File: src/rtl/pcie_row_loader.sv
// Loads the HWC-ordered PCIe image stream into a circular row buffer, generating
// write addresses and tracking resident complete rows for the conv PE array.
module pcie_row_loader #(
    parameter int DATA_WIDTH = 16,
    parameter int IMG_W      = 227,
    parameter int IMG_H      = 227,
    parameter int IMG_C      = 3,
    parameter int ROW_SLOTS  = 12,
    parameter int ADDR_WIDTH = 14
) (
    input  logic                  clk,
    input  logic                  rst,
    input  logic                  enable,
    input  logic                  in_valid,
    input  logic [DATA_WIDTH-1:0] in_data,
    output logic                  in_ready,
    output logic                  buf_wr_en,
    output logic [ADDR_WIDTH-1:0] buf_wr_addr,
    output logic [DATA_WIDTH-1:0] buf_wr_data,
    output logic [3:0]            rows_ready,
    output logic [3:0]            rd_slot,
    input  logic                  row_release,
    output logic                  release_err,
    output logic                  finish
);

    localparam int CH_W  = (IMG_C > 1) ? $clog2(IMG_C) : 1;
    localparam int COL_W = (IMG_W > 1) ? $clog2(IMG_W) : 1;
    localparam int ROW_W = (IMG_H > 1) ? $clog2(IMG_H) : 1;

    typedef enum logic [1:0] {ST_IDLE, ST_LOAD, ST_DONE} state_t;

    state_t                r_state;
    logic [CH_W-1:0]       r_ch;
    logic [COL_W-1:0]      r_col;
    logic [ROW_W-1:0]      r_row;
    logic [3:0]            r_wr_slot;
    logic [3:0]            r_rd_slot;
    logic [3:0]            r_rows_ready;
    logic                  r_wr_en;
    logic [ADDR_WIDTH-1:0] r_wr_addr;
    logic [DATA_WIDTH-1:0] r_wr_data;
    logic                  r_release_err;
    logic                  r_finish;

    logic                  w_ch_last;
    logic                  w_col_last;
    logic                  w_row_last;
    logic                  w_in_ready;
    logic                  w_accept;
    logic                  w_row_done;
    logic                  w_rel_ok;
    logic [ADDR_WIDTH-1:0] w_addr;

    assign w_ch_last  = (r_ch == CH_W'(IMG_C - 1));
    assign w_col_last = (r_col == COL_W'(IMG_W - 1));
    assign w_row_last = (r_row == ROW_W'(IMG_H - 1));
    assign w_in_ready = (r_state == ST_LOAD) && enable && (r_rows_ready < 4'(ROW_SLOTS));
    assign w_accept   = in_valid && w_in_ready;
    assign w_row_done = w_accept && w_ch_last && w_col_last;
    assign w_rel_ok   = row_release && (r_rows_ready != '0);
    assign w_addr     = ADDR_WIDTH'(r_wr_slot) * ADDR_WIDTH'(IMG_W * IMG_C)
                      + ADDR_WIDTH'(r_col) * ADDR_WIDTH'(IMG_C)
                      + ADDR_WIDTH'(r_ch);

    always_ff @(posedge clk) begin
        if (rst) begin
            r_state       <= ST_IDLE;
            r_ch          <= '0;
            r_col         <= '0;
            r_row         <= '0;
            r_wr_slot     <= '0;
            r_rd_slot     <= '0;
            r_rows_ready  <= '0;
            r_wr_en       <= 1'b0;
            r_wr_addr     <= '0;
            r_wr_data     <= '0;
            r_release_err <= 1'b0;
            r_finish      <= 1'b0;
        end else begin
            r_wr_en <= w_accept;
            if (w_accept) begin
                r_wr_addr <= w_addr;
                r_wr_data <= in_data;
                if (w_ch_last) begin
                    r_ch <= '0;
                    if (w_col_last) begin
                        r_col     <= '0;
                        r_row     <= w_row_last ? '0 : r_row + 1'b1;
                        r_wr_slot <= (r_wr_slot == 4'(ROW_SLOTS - 1)) ? '0 : r_wr_slot + 4'd1;
                    end else begin
                        r_col <= r_col + 1'b1;
                    end
                end else begin
                    r_ch <= r_ch + 1'b1;
                end
            end

            if (w_rel_ok)
                r_rd_slot <= (r_rd_slot == 4'(ROW_SLOTS - 1)) ? '0 : r_rd_slot + 4'd1;
            case ({w_row_done, w_rel_ok})
                2'b10:   r_rows_ready <= r_rows_ready + 4'd1;
                2'b01:   r_rows_ready <= r_rows_ready - 4'd1;
                default: ;
            endcase
            if (row_release && (r_rows_ready == '0))
                r_release_err <= 1'b1;

            // The start clears below are placed last so they win over the release updates above.
            case (r_state)
                ST_IDLE: if (enable) begin
                    r_state       <= ST_LOAD;
                    r_ch          <= '0;
                    r_col         <= '0;
                    r_row         <= '0;
                    r_wr_slot     <= '0;
                    r_rd_slot     <= '0;
                    r_rows_ready  <= '0;
                    r_release_err <= 1'b0;
                end
                ST_LOAD: if (w_row_done && w_row_last) begin
                    r_state  <= ST_DONE;
                    r_finish <= 1'b1;
                end
                ST_DONE: if (!enable) begin
                    r_state  <= ST_IDLE;
                    r_finish <= 1'b0;
                end
                default: r_state <= ST_IDLE;
            endcase
        end
    end

    assign in_ready    = w_in_ready;
    assign buf_wr_en   = r_wr_en;
    assign buf_wr_addr = r_wr_addr;
    assign buf_wr_data = r_wr_data;
    assign rows_ready  = r_rows_ready;
    assign rd_slot     = r_rd_slot;
    assign release_err = r_release_err;
    assign finish      = r_finish;

endmodule
File: config.mk
export PLATFORM = sky130hd
export DESIGN_NAME = pcie_row_loader
export DESIGN_NICKNAME = d
export VERILOG_FILES = /design/src/rtl/pcie_row_loader.sv
export SDC_FILE = /design/constraint.sdc
export NUM_CORES = 1
export LEC_CHECK = 0
export CAP_MARGIN = 25
export CORE_MARGIN = 4
export CORE_UTILIZATION = 49
export DETAILED_ROUTE_END_ITERATION = 8
export MAX_ROUTING_LAYER = met4
export PLACE_DENSITY = 0.77
export SYNTH_ARGS = -nofsm -noshare
export SYNTH_HDL_FRONTEND = slang
export SYNTH_SLANG_ARGS = --single-unit
File: constraint.sdc
create_clock -name clk -period 3.2 [get_ports clk]
set_input_delay 0.64 -clock clk [delete_from_list [all_inputs] [get_ports clk]]
set_output_delay 0.64 -clock clk [all_outputs]
set_load 0.005 [all_outputs]
==> summary.md, run 1 <==
| Metric | Value |
|---|---|
| Setup-failing EPs final | `0` |
| Sequential area share after synthesis | `0.3302` |
| Period utilization | `0.9958` |
| Gate count of the mapped netlist | `449` |
| Worst r2r path cells | `10` |
| Die ar. | `~9500 um^2` |
| Vias in the first global route | `3471` |
| CP Data Required Time | `about 3.5 ns` |
| Fraction of layout cells with a size suffix above 1 | `0.1349` |
| Actual slew at the worst max-slew pin | `0.5663 ns` |
| Drt wl/cell | `approximately 15 um` |
| Unrepaired setup endpoints after global routing | `true` |
| Synth area leaders | `dfxtp_1 (33%), ha_1 (14%), fa_1 (8.1%)` |
| First-pass GRT wire length | `16350 um` |
| Layout net count | `between 600 and 700` |
| # IOs | `between 60 and 70` |
| Ant. Diodes | `0` |
| Initial antenna violation count | `0` |
| Worst r2r src | `r_wr_slot[3]$_SDFF_PP0_` |
| Worst Setup SP | `r_wr_slot[3]$_SDFF_PP0_` |
| Ys flop type | `dfxtp_1` |
| Critical Path Source Type | `flop` |
| VDD IR max | `0.2254 mV` |
| Register area | `around 1300 um^2` |
| Starting density of the core | `0.5074` |
| Largest net degree at the start of global routing | `40` |
| Filler instances | `between 600 and 700` |
| Initial DRC Count | `about 110` |
| Slew headroom | `0.6200` |
| DRC viols | `0` |
| Routed vias/inst | `around 5.4` |
| 1st-pass router iterations | `4` |
| Crit. End Element | `flop` |
| Synth cell types | `52` |
| Yosys reg bits | `65` |
| Die width | `approximately 98 um` |
| Cell Rows | `32` |
| PortBufs | `62` |
| H-Tree Depth | `3` |
| CTS Buffer Depth | `2` |
| CP Data Arrival Time | `about 3.5 ns` |
| Crit Path Max Fanout | `4` |
| Share of the synthesized area in the top cell type | `0.3302` |
| R2R Path End | `buf_wr_addr[7]$_SDFFE_PP0N_` |
| DP HPWL | `about 7100 um` |
| Total GRT Usage | `0.2140` |
| Pwr Total | `roughly 0.0017 W` |
| Hold Fails Final Rpt | `0` |
| Clk sinks | `65` |
| Status | `complete, no violations` |
| Critical path class | `reg2reg` |
| Fmax | `around 0.31 GHz` |
| Final slew viol count | `0` |
| Commonest non-fill, non-tap cell in the layout | `nand2_1` |
| Hold Buf Count CTS | `0` |
| Post-synth EDFFs | `0` |
| Cts bufs inserted | `9` |
| R2R setup slack | `approximately 0.013 ns` |
| PwrDens | `between 300 and 400 nW/um^2` |
| Tmin final | `~3.2 ns` |
| Max_cap viols | `0` |
| Asr flop ratio synth | `0` |
| Clock Pin Slew Worst Setup and Hold Paths | `around 0.07 ns` |
| Core area | `approximately 7800 um^2` |
| Post-synth top area cell | `dfxtp_1` |
| Netlist Area Pre-Place | `approximately 4000 um^2` |
| Skew final | `roughly 0.01 ns` |
| Most frequent cells in the layout | `nand2_1 (70), dfxtp_1 (64), clkdlybuf4s50_1 (62)` |
| Total global routing overflow | `0` |
| Setup crit end | `buf_wr_addr[7]$_SDFFE_PP0N_` |
| Placer Congestion | `~0.82` |
| Total number of vias | `between 3000 and 4000` |
| Later-pin clock latency in the skew report | `0.35 ns` |
| Leak Pwr | `around 2.2 nW` |
| CTS tree | `built` |
| Root buf cell | `clkbuf_8` |
| Antenna Nets Post-Route | `0` |
| Ys Warns | `0` |
| Min-delay worst type | `reg2reg` |
| Post-Route Setup TNS | `0 ns` |
| Synth Net Count | `roughly 530` |
| Final WL | `around 9700 um` |
| Area of the multi-input gates | `2561 um^2` |
| Chip Height | `a little under 100 um` |
| Syn Area/Cell | `~8.8 um^2` |
| Area grow syn2layout | `31.24%` |
## flip-flops by register name, summed over array words and instances (netlist names), 2 cells and up
signal and count:
r_col 8, rows_ready 4, r_state 2, r_row 8, buf_wr_data 16, buf_wr_addr 14
r_wr_slot 4, rd_slot 4, r_ch 2
## metrics by stage
step	area [um^2]	std cells	utilization	hold WS (ns)	setup WS, ns
2_1_floorplan	3961	449	-	0.4482	0.04696
3_3_place_gp	4833	624	0.6223	0.4415	0.06062
3_5_place_dp	4833	624	0.6223	0.4435	-0.04381
4_1_cts	5071	640	0.6529	0.4540	0.02129
5_1_grt	5172	643	0.6659	0.4789	-0.07389
6_report	5172	643	0.6659	0.4535	0.01341
## power by group
| part | total [W] | internal [W] | switching, W | leakage [nW] |
|---|---|---|---|---|
| Combinational | 0.000106 | 0.0000536 | 0.0000526 | 1.61 |
| Sequential | 0.000823 | 0.000817 | 0.00000579 | 0.526 |
| Clock | 0.000811 | 0.000466 | 0.000345 | 0.111 |
## worst max-delay path, cell delays in order (launching register included)
cell and delay (ns):
dfxtp_4 0.37, fa_1 0.56, fa_1 0.44, fa_1 0.56, ha_4 0.22, and3_4 0.20
a221oi_4 0.27, buf_4 0.16, xnor2_2 0.09, nand2_1 0.09, a21oi_2 0.15
## cell type report
type	instances	area share
well taps	102	0.02467
clock buffers	11	0.02733
repair buffers	90	0.1606
flip-flops and latches	65	0.2523
inverters	31	0.02346
multi-input cells	339	0.4952
clock inverters	5	0.01645
## kinds of logic after synthesis
logic type | count (synthesis) | share of synthesized area
mux | 6 | 0.01524
compound gates | 82 | 0.1251
flops | 65 | 0.3302
simple gates | 168 | 0.2114
buf+inv | 45 | 0.04699
fa+ha+maj | 59 | 0.2178
xor+xnor | 24 | 0.05333
## cell usage after synthesis, types with 3 or more instances
| cell type | n |
|---|---|
| a21o_1 | 6 |
| or3_1 | 3 |
| o21ai_0 | 10 |
| nor4_1 | 4 |
| inv_1 | 30 |
| nand2b_1 | 3 |
| clkbuf_1 | 7 |
| nor4b_1 | 3 |
| ha_1 | 43 |
| xor2_1 | 11 |
| nand4_1 | 10 |
| a211oi_1 | 3 |
| and3_1 | 3 |
| fa_1 | 16 |
| and2_1 | 3 |
| nor2_1 | 40 |
| dfxtp_1 | 65 |
| nand3_1 | 9 |
| nand2_1 | 70 |
| buf_2 | 6 |
| a31oi_1 | 3 |
| xnor2_1 | 13 |
| mux2i_1 | 6 |
| a21oi_1 | 46 |
| nor3_1 | 4 |
## metal layers
metal	vias up	track usage	wire length (um)
met1	1630	0.2555	4059
met5	-	-	0
met4	0	0.07668	233
li1	1702	-	-
met2	88	0.3627	5007
met3	25	0.03733	445
## repair_timing
item / 4_1_cts / 5_1_grt
pin swaps: 2 / 13
setup buffers: 0 / 3
endpoints found under the setup margin: 2 / 5
gates resized for setup: 4 / 16
## worst min path at each step
stage                                  from  depth (start not counted)  slack [ns]                            to
6_report        buf_wr_addr[5]$_SDFFE_PP0N_                          2        0.45   buf_wr_addr[5]$_SDFFE_PP0N_
5_1_grt        buf_wr_data[13]$_SDFFE_PP0N_                          2        0.48  buf_wr_data[13]$_SDFFE_PP0N_
4_1_cts         buf_wr_addr[5]$_SDFFE_PP0N_                          2        0.45   buf_wr_addr[5]$_SDFFE_PP0N_
3_5_place_dp    buf_wr_addr[5]$_SDFFE_PP0N_                          2        0.44   buf_wr_addr[5]$_SDFFE_PP0N_
3_3_place_gp    buf_wr_data[2]$_SDFFE_PP0N_                          2        0.44   buf_wr_data[2]$_SDFFE_PP0N_
2_1_floorplan   buf_wr_addr[4]$_SDFFE_PP0N_                          2        0.45   buf_wr_addr[4]$_SDFFE_PP0N_
No activity file was read; power rests on OpenSTA's default activity.
==> run 2: changes to the inputs <==
--- a/config.mk
+++ b/config.mk
@@ -7,10 +7,10 @@
 export LEC_CHECK = 0
 export CAP_MARGIN = 25
 export CORE_MARGIN = 4
-export CORE_UTILIZATION = 49
+export CORE_UTILIZATION = 54
 export DETAILED_ROUTE_END_ITERATION = 8
 export MAX_ROUTING_LAYER = met4
-export PLACE_DENSITY = 0.77
+export PLACE_DENSITY = 0.8
 export SYNTH_ARGS = -nofsm -noshare
 export SYNTH_HDL_FRONTEND = slang
 export SYNTH_SLANG_ARGS = --single-unit
==> constraint.sdc (replaced) <==
create_clock -name clk -period 3.26 [get_ports clk]
set_input_delay 0.652 -clock clk [delete_from_list [all_inputs] [get_ports clk]]
set_output_delay 0.652 -clock clk [all_outputs]
set_load 0.005 [all_outputs]
==> summary.md, run 2 (synthesis gave the netlist of run 1 again) <==
| Metric | Value |
|---|---|
| Critical Path Source Type | `flop` |
| Vias in the first global route | `3449 (-0.63%)` |
| Bufs and invs on worst path | `1 (unchanged)` |
| Most frequent cells in the layout | `nand2_1 (69), dfxtp_1 (64), clkdlybuf4s50_1 (62)` |
| Ant. Diodes | `0 (unchanged)` |
| Actual slew at the worst max-slew pin | `0.7320 ns (+0.1658 ns)` |
| DRC viols | `0 (unchanged)` |
| Root buf cell | `clkbuf_8` |
| Pwr Total | `0.001767 W (+1.6%)` |
| CP peak stage delay | `0.55 ns (about the same)` |
| Most Frequent Cell on Critical Path | `fa_1` |
| Dpl cells | `613 (-1.8%)` |
| Crit Path Max Fanout | `7 (+3)` |
| Area grow syn2layout | `30.95%` |
| Period utilization | `0.9900 (-0.005831)` |
| Die width | `93.43 um (-4.4%)` |
| Setup-failing EPs final | `0 (unchanged)` |
| Skew final | `0.008610 ns (-0.001179 ns)` |
| Fmax | `0.3099 GHz (-1.3%)` |
| Routed vias/inst | `5.471 (+2.1%)` |
| Max reg flops | `16 (unchanged)` |
| Worst Setup SP | `r_wr_slot[3]$_SDFF_PP0_` |
| Setup crit end | `buf_wr_addr[7]$_SDFFE_PP0N_` |
| Later-pin clock latency in the skew report | `0.35 ns (about the same)` |
| Drt wl/cell | `15.23 um (+0.47%)` |
| Cts bufs inserted | `9 (unchanged)` |
| Crit-path cells | `fa_1 -> fa_1 -> fa_1 -> ha_4 -> and3_4 -> a221oi_4 -> buf_4 -> xnor2_2 -> nand2_1 -> a21oi_2` |
| Layout net count | `610 (-0.97%)` |
| R2R setup slack | `0.03 ns (+0.02 ns)` |
| Initial DRC Count | `187 (+78%)` |
| Register area | `1305 um^2 (unchanged)` |
| Chip Height | `93.43 um (-4.4%)` |
| CTS tree | `built` |
| Max_cap viols | `0 (unchanged)` |
| Crit-path leading delay family | `adder cells` |
| Slowest-stage cell, CP | `fa_1` |
| PortBufs | `62 (unchanged)` |
| Tmin final | `3.227 ns (+0.04074 ns)` |
| Unrepaired setup endpoints after global routing | `true` |
| H-Tree Depth | `3 (unchanged)` |
| 1st-pass router iterations | `4 (unchanged)` |
| Total GRT Usage | `0.2335 (+0.01945)` |
| Crit. End Element | `flop` |
| Die ar. | `8729 um^2 (-8.5%)` |
| CP Data Arrival Time | `3.51 ns (+0.04 ns)` |
| Area of the multi-input gates | `2587 um^2 (+1.0%)` |
| Initial antenna violation count | `0 (unchanged)` |
| Clk sinks | `65 (unchanged)` |
| Hold Buf Count CTS | `0 (unchanged)` |
| Core area | `6944 um^2 (-11%)` |
| Hold Fails Final Rpt | `0 (unchanged)` |
| Fraction of layout cells with a size suffix above 1 | `0.1346 (-0.0003559)` |
| Placer Congestion | `0.8781 (+6.6%)` |
| Min-delay worst type | `reg2reg` |
| Worst r2r path cells | `10 (unchanged)` |
| Slew headroom | `0.5106 (-0.1094)` |
| # IOs | `63 (unchanged)` |
| WHS | `0.4564 ns (+0.002890 ns)` |
| PwrDens | `342.4 nW/um^2 (+1.8%)` |
| Leak Pwr | `2.229 nW (-0.82%)` |
| Hold path depth | `2 (unchanged)` |
| DP HPWL | `6886 um (-2.7%)` |
| CP Data Required Time | `3.54 ns (+0.06 ns)` |
| Total global routing overflow | `0 (unchanged)` |
| Largest net degree at the start of global routing | `40 (unchanged)` |
| Clock Pin Slew Worst Setup and Hold Paths | `0.08 ns (about the same)` |
| VDD IR max | `0.2061 mV (-8.5%)` |
| First-pass GRT wire length | `15830 um (-3.2%)` |
| Commonest non-fill, non-tap cell in the layout | `nand2_1` |
| Total number of vias | `3452 (+0.20%)` |
| Final WL | `9609 um (-1.4%)` |
| Non-filler instance count after layout | `631 (-1.9%)` |
| Filler instances | `485 (-23%)` |
| CTS Buffer Depth | `2 (unchanged)` |
| Worst r2r src | `r_wr_slot[3]$_SDFF_PP0_` |
| Critical path class | `reg2reg` |
| Cell Rows | `30 (-6.3%)` |
| Starting density of the core | `0.5676 (+0.06016)` |
| Status | `complete, no violations` |
| Critical Path Stages | `10 (unchanged)` |
| R2R Path End | `buf_wr_addr[7]$_SDFFE_PP0N_` |
| Antenna Nets Post-Route | `0 (unchanged)` |
| Final slew viol count | `0 (unchanged)` |
## run 2: worst min path at each step
stage                            startpoint                           end  slack (ns)
5_1_grt         buf_wr_data[2]$_SDFFE_PP0N_   buf_wr_data[2]$_SDFFE_PP0N_        0.47
4_1_cts         buf_wr_addr[0]$_SDFFE_PP0N_   buf_wr_addr[0]$_SDFFE_PP0N_        0.46
3_5_place_dp    buf_wr_addr[0]$_SDFFE_PP0N_   buf_wr_addr[0]$_SDFFE_PP0N_        0.45
6_report        buf_wr_data[9]$_SDFFE_PP0N_   buf_wr_data[9]$_SDFFE_PP0N_        0.46
2_1_floorplan   buf_wr_addr[4]$_SDFFE_PP0N_   buf_wr_addr[4]$_SDFFE_PP0N_        0.45
3_3_place_gp   buf_wr_data[15]$_SDFFE_PP0N_  buf_wr_data[15]$_SDFFE_PP0N_        0.44
## run 2: report_power, final
group	switching, W	internal (W)	total (W)
Clock	0.000344	0.000511	0.000855
Sequential	0.00000552	0.000802	0.000807
Combinational	0.0000516	0.0000529	0.000104
Total	0.000401	0.00137	0.00177
## run 2: area by class of cell
class,instances,area share
clock inverter,6,0.02206
inverter,31,0.02352
tap,96,0.02327
clock buffer,10,0.02473
timing repair buffer,84,0.1522
sequential,65,0.2528
multi-input combinational,339,0.5013
## run 2: routing by layer
metal / vias to the layer above / GRT usage / wire length, um
li1: 1696 / - / -
met1: 1640 / 0.2819 / 4069
met2: 92 / 0.3800 / 4943
met3: 24 / 0.04425 / 359
met4: 0 / 0.1026 / 237
met5: - / - / 0
## run 2: what timing repair did
action,4_1_cts,5_1_grt
resized for setup,2,27
buffers inserted,1,1
endpoints found under the setup margin,2,8
pin swaps,2,10
## run 2: per-stage QoR
stage	cell area, um^2	setup TNS (ns)	setup WS, ns	utilization
final	5161	0	0.03267	0.7432
after global routing	5161	-0.1074	-0.04862	0.7432
after CTS	5030	0	0.02116	0.7243
after detailed placement	4776	-0.04504	-0.02295	0.6877
after global placement	4776	0	0.08268	0.6877
after floorplan	3949	0	0.05144	-
## run 2: tightest hold or removal path: stages, from the launching register on
cell     delay, ns
dfxtp_1       0.32
nand2_1       0.05
a21oi_1       0.05
